## config.mk

```make
export PLATFORM = sky130hd
export DESIGN_NAME = fifo_rd_packer
export DESIGN_NICKNAME = d
export VERILOG_FILES = /design/src/rtl/fifo_rd_packer.sv
export SDC_FILE = /design/constraint.sdc
export NUM_CORES = 1
export LEC_CHECK = 0
export ABC_AREA = 0
export ABC_CLOCK_PERIOD_IN_PS = 3300
export CORE_MARGIN = 4
export CORE_UTILIZATION = 51
export DETAILED_ROUTE_END_ITERATION = 8
export GPL_TIMING_DRIVEN = 0
export PLACE_DENSITY = 0.9
export SLEW_MARGIN = 30
export SYNTH_ARGS = -nofsm -noshare
export SYNTH_HDL_FRONTEND = slang
export SYNTH_SLANG_ARGS = --single-unit
export TNS_END_PERCENT = 20
```

## constraint.sdc

```tcl
create_clock -name clk -period 3.3 [get_ports clk]
set_input_delay 0.66 -clock clk [delete_from_list [all_inputs] [get_ports clk]]
set_output_delay 0.66 -clock clk [all_outputs]
set_load 0.01 [all_outputs]
```

## src/rtl/fifo_rd_packer.sv

```systemverilog
// fifo_rd_packer
// Read-side consumer for the synchronous FIFO. Narrow FIFO words are
// acknowledged one per cycle and packed little-endian into a wide word
// (lane 0 = first word). The wide word is offered downstream with a
// registered oready and held until oack. A partially filled word is flushed
// after TIMEOUT consecutive idle cycles so a slow trickle of data is never
// stranded in the packer.
//
// Handshake contract (both sides):
//   upstream   : rready=1 means rdata holds the FIFO head word. rack=1 in a
//                cycle consumes that word at the next rising edge. rack is
//                combinational and is never high while rready=0 or rst=1.
//   downstream : oready=1 means odata/ocount are valid. They stay stable
//                until a rising edge with oready=1 and oack=1 transfers the
//                word. oack while oready=0 has no effect.
module fifo_rd_packer #(
  parameter int DATA_WIDTH = 8,
  parameter int RATIO      = 4,
  parameter int TIMEOUT    = 16
) (
  input  logic                          clk,
  input  logic                          rst,
  input  logic                          rready,
  input  logic [DATA_WIDTH-1:0]         rdata,
  output logic                          rack,
  output logic                          oready,
  output logic [DATA_WIDTH*RATIO-1:0]   odata,
  output logic [$clog2(RATIO+1)-1:0]    ocount,
  input  logic                          oack
);

  // Widths are clamped to at least one bit so degenerate parameter values
  // (RATIO=1, TIMEOUT=0) still elaborate cleanly.
  localparam int CW = $clog2(RATIO + 1);
  localparam int IW = (RATIO > 1) ? $clog2(RATIO) : 1;
  localparam int TW = (TIMEOUT > 0) ? $clog2(TIMEOUT + 1) : 1;

  localparam logic [IW-1:0] IDX_LAST   = IW'(RATIO - 1);
  localparam logic [TW-1:0] TIMER_LAST = (TIMEOUT > 0) ? TW'(TIMEOUT - 1) : '0;
  localparam logic [CW-1:0] COUNT_FULL = CW'(RATIO);
  localparam bit            FLUSH_EN   = (TIMEOUT > 0);

  typedef enum logic {
    COLLECT = 1'b0,
    OUTPUT  = 1'b1
  } state_t;

  state_t                  state_q;
  logic [IW-1:0]           idx_q;
  logic [TW-1:0]           timer_q;
  logic [DATA_WIDTH-1:0]   lane_q [RATIO];
  logic                    oready_q;
  logic [CW-1:0]           ocount_q;

  // Per-cycle decisions taken from the current state.
  logic                    accept;
  logic                    last_lane;
  logic                    partial;
  logic                    timer_expire;
  logic                    flush;

  // Consume the head word only while collecting and out of reset.
  assign rack = ~rst & rready & (state_q == COLLECT);

  // Decode acceptance, full-word completion and idle-timeout flush; an
  // arriving word always wins over an expiring timer.
  always_comb begin
    accept       = rack;
    last_lane    = (idx_q == IDX_LAST);
    partial      = (idx_q != '0);
    timer_expire = (timer_q == TIMER_LAST);
    flush        = FLUSH_EN && (state_q == COLLECT) && !accept && partial && timer_expire;
  end

  // Packer FSM: collects lanes, raises oready on a full word or a timeout
  // flush, then waits for the downstream acknowledge and clears the lanes.
  always_ff @(posedge clk) begin
    if (rst) begin
      state_q  <= COLLECT;
      idx_q    <= '0;
      timer_q  <= '0;
      oready_q <= 1'b0;
      ocount_q <= '0;
      for (int i = 0; i < RATIO; i++) begin
        lane_q[i] <= '0;
      end
    end else begin
      case (state_q)
        COLLECT: begin
          if (accept) begin
            lane_q[idx_q] <= rdata;
            timer_q       <= '0;
            if (last_lane) begin
              state_q  <= OUTPUT;
              ocount_q <= COUNT_FULL;
              oready_q <= 1'b1;
              idx_q    <= '0;
            end else begin
              idx_q <= idx_q + IW'(1);
            end
          end else if (flush) begin
            // Lanes at and above idx_q were cleared when the previous word
            // left, so the unused upper lanes already read as zero.
            state_q  <= OUTPUT;
            ocount_q <= CW'(idx_q);
            oready_q <= 1'b1;
            idx_q    <= '0;
            timer_q  <= '0;
          end else if (FLUSH_EN && partial) begin
            timer_q <= timer_q + TW'(1);
          end else begin
            // Empty packer (or flush disabled): nothing to time out.
            timer_q <= '0;
          end
        end

        OUTPUT: begin
          if (oack) begin
            state_q  <= COLLECT;
            oready_q <= 1'b0;
            for (int i = 0; i < RATIO; i++) begin
              lane_q[i] <= '0;
            end
          end
        end

        default: begin
          state_q <= COLLECT;
        end
      endcase
    end
  end

  // The wide word is read straight from the lane registers.
  for (genvar g = 0; g < RATIO; g++) begin : g_lane
    assign odata[g*DATA_WIDTH +: DATA_WIDTH] = lane_q[g];
  end

  assign oready = oready_q;
  assign ocount = ocount_q;

endmodule
```

==> metrics.yaml <==
run_status:
  status: "finished, final reports clean"
clock_tree:
  cts.htree.levels: 2
  cts_tree: "done"
  clk_path_buf_depth: 2
  cts_root_buffer: "clkbuf_4"
  path_clk_slew_ns: 0.12
  post_cts_resized: 0
  ctsHoldBuffers: 0
  clock_latency_ns: 0.35
  postCtsSetupRepairBufs: 0
  cts_buffers: 5
  clock_sinks: 44
timing:
  rsz0062_at_grt: "false"
  layout_setup_ws_ns: 0.191
  maxSlewViolCount: 0
  period_minus_slack_ns: 3.11
  worst_pin_slew_ns: 0.513
  fin_crit_sh_pct: 94.2
  final-setup-viol-count: 0
  fmax_mhz: 322
  setup-tns-final_ns: 0
  hold_viol: 0
  slew_headroom_pct: 65.8
  fin_skew_ns: 0.00932
finish:
  areaGrowthSynthToFinish_pct: 32.5
  antennaDiodeCount: 0
  nets: 220
  layout-drive-gt1-share_pct: 8.87
yosys:
  muxShareOfSynthArea_pct: 0.538
  synth_top_family_by_area: "simple AND/OR/NAND/NOR gates"
  yosysSeqAreaShare_pct: 64.6
  synth_xor_area_share_pct: 0
  netlist_instances: 148
  synthDistinctLibCells: 28
  synthAdderAreaFrac_pct: 4.04
  yosys.area_share.simple_pct: 20.2
  synth-warning-count: 0
  synth_compound_area_share_pct: 7.13
  synth.avg_cell_area_um2: 12.6
  synth_seq_cells: 44
  syn_area_um2: 1860
  synth_fp_nets: 166
global_routing:
  grt_pass1_wl_um: 6530
  overflow: 0
  grt_max_degree: 14
  antenna_found_initial: 0
  grt_pass1_vias: 1334
  grt_usage_pct: 19.6
die:
  die_h_um: 68.4
  num_rows: 21
  die_x_um: 68.4
  start_util_pct: 54.4
  die_area_um2: 4680
  core_area_um2: 3420
  ioPinCount: 49
run:
  cap_violations: 0
critical_path:
  cp-end-kind: "primary output"
  critPathArrivalTime_ns: 2.45
  cp.required_ns: 2.64
  worstSetupStartpointType: "primary input"
  worst-setup-path-type: "in2out"
  path_max_fanout: 10
pwr:
  p_leak_nw: 1.01
  total_power_mw: 1.10
  max-vdd-ir-drop_mv: 0.242
  power_density_nw_per_um2: 446
worst_hold_path:
  hold_class: "reg2reg"
detailed_routing:
  drc_errors: 0
  drt-total-wl_um: 4160
  via_per_inst: 5.67
  drt_pass1_iterations: 4
  ant_nets: 0
  wl_per_cell_um: 16.7
  vias: 1411
  drt_iter0_drc: 80
placed_design:
  port_buffers: 47
  place.gp.congestion: 0.844
  dp_slack_ns: 0.175
  hpwlAfterDp_um: 3190
-- synth_stat cells --
master | number | area [um^2]
nor4b_2 | 1 | 15.0
a22oi_1 | 2 | 15.0
a32oi_1 | 2 | 17.5
inv_1 | 4 | 15.0
nor2b_1 | 2 | 12.5
o21ai_1 | 4 | 20.0
and2_1 | 1 | 6.26
nor4_1 | 1 | 6.26
and3_1 | 33 | 206
clkbuf_1 | 2 | 7.51
o32ai_1 | 1 | 8.76
edfxtp_1 | 32 | 961
buf_4 | 2 | 15.0
buf_2 | 4 | 20.0
inv_2 | 2 | 7.51
mux2i_1 | 1 | 10.0
a2111oi_4 | 1 | 27.5
dfxtp_1 | 12 | 240
ha_1 | 6 | 75.1
a21boi_1 | 1 | 7.51
nor2_1 | 8 | 30.0
nor3b_4 | 1 | 18.8
nand2b_1 | 2 | 12.5
nand2_1 | 13 | 48.8
a31oi_1 | 1 | 6.26
a21oi_1 | 6 | 30.0
nor4b_1 | 1 | 8.76
nand3_1 | 2 | 10.0
-- layout make-up --
type | count | area (um^2)
well taps | 46 | 57.6
inverters | 6 | 22.5
clock inverters | 2 | 35.0
fillers | 248 | 952
repair buffers | 47 | 470
plain buffers | 8 | 42.5
flip-flops and latches | 44 | 1200
clock buffers | 6 | 41.3
multi-input cells | 90 | 593
-- worst max-delay path, stage by stage --
cell             delay (ns)
clkdlybuf4s50_1        0.53
nor3b_4                0.41
buf_2                  0.28
clkdlybuf4s50_1        0.57
-- metal layers --
layer  global-route usage, %  wire length [um]  vias to the layer above
met3                    5.91               326                       13
li1                        -                 -                      656
met1                    22.3              1570                      679
met5                       0                 0                        -
met4                    8.93               128                        0
met2                    33.5              2130                       63
-- worst paths after layout --
kind / slack (ns) / from / end / cells past startpoint
worst max-delay path: 0.19 / rst / rack / 4
worst min-delay path: 0.50 / timer_q[4] / timer_q[4] / 2
worst max register to register: 1.43 / timer_q[0] / timer_q[3] / 6
worst min register to register: 0.50 / timer_q[4] / timer_q[4] / 2
-- placed cells by master, fill, tap and decap left out, types with 3 or more instances in the layout --
| cell | n |
|---|---|
| clkdlybuf4s50_1 | 47 |
| and3_1 | 33 |
| edfxtp_1 | 32 |
| nand2_1 | 13 |
| dfxtp_1 | 12 |
| nor2_1 | 8 |
| a21oi_1 | 6 |
| ha_1 | 6 |
| clkbuf_4 | 5 |
| buf_2 | 4 |
| inv_1 | 4 |
| o21ai_1 | 4 |
| clkbuf_1 | 3 |
-- kinds of logic after synthesis --
kind of cell,Yosys count
multiplexers,1
AO/OA/AOI/OAI,18
buffers and inverters,14
adder cells (fa/ha/maj),6
flip-flops,44
AND/OR/NAND/NOR,65
-- registers in the layout (all words and copies together) (netlist names) --
register and cells:
lane_q 32, ocount 3, timer_q 5, idx_q 2, state_q 1, oready 1
-- power by group --
part / internal [mW] / switching [mW] / leakage [nW]
Sequential: 0.619 / 0.0109 / 0.431
Combinational: 0.0691 / 0.0709 / 0.535
Clock: 0.159 / 0.169 / 0.0422
Total: 0.847 / 0.250 / 1.01
-- stage by stage --
stage               std cells  hold slack [ns]  util [%]  instance area (um^2)
floorplan                 148            0.444         -                  1860
global placement          241            0.452      69.9                  2390
detailed placement        241            0.473      69.9                  2390
CTS                       249            0.492      72.1                  2460
global route              249            0.524      72.1                  2460
finish                    249            0.496      72.1                  2460
(Power assumes the default switching activity.)
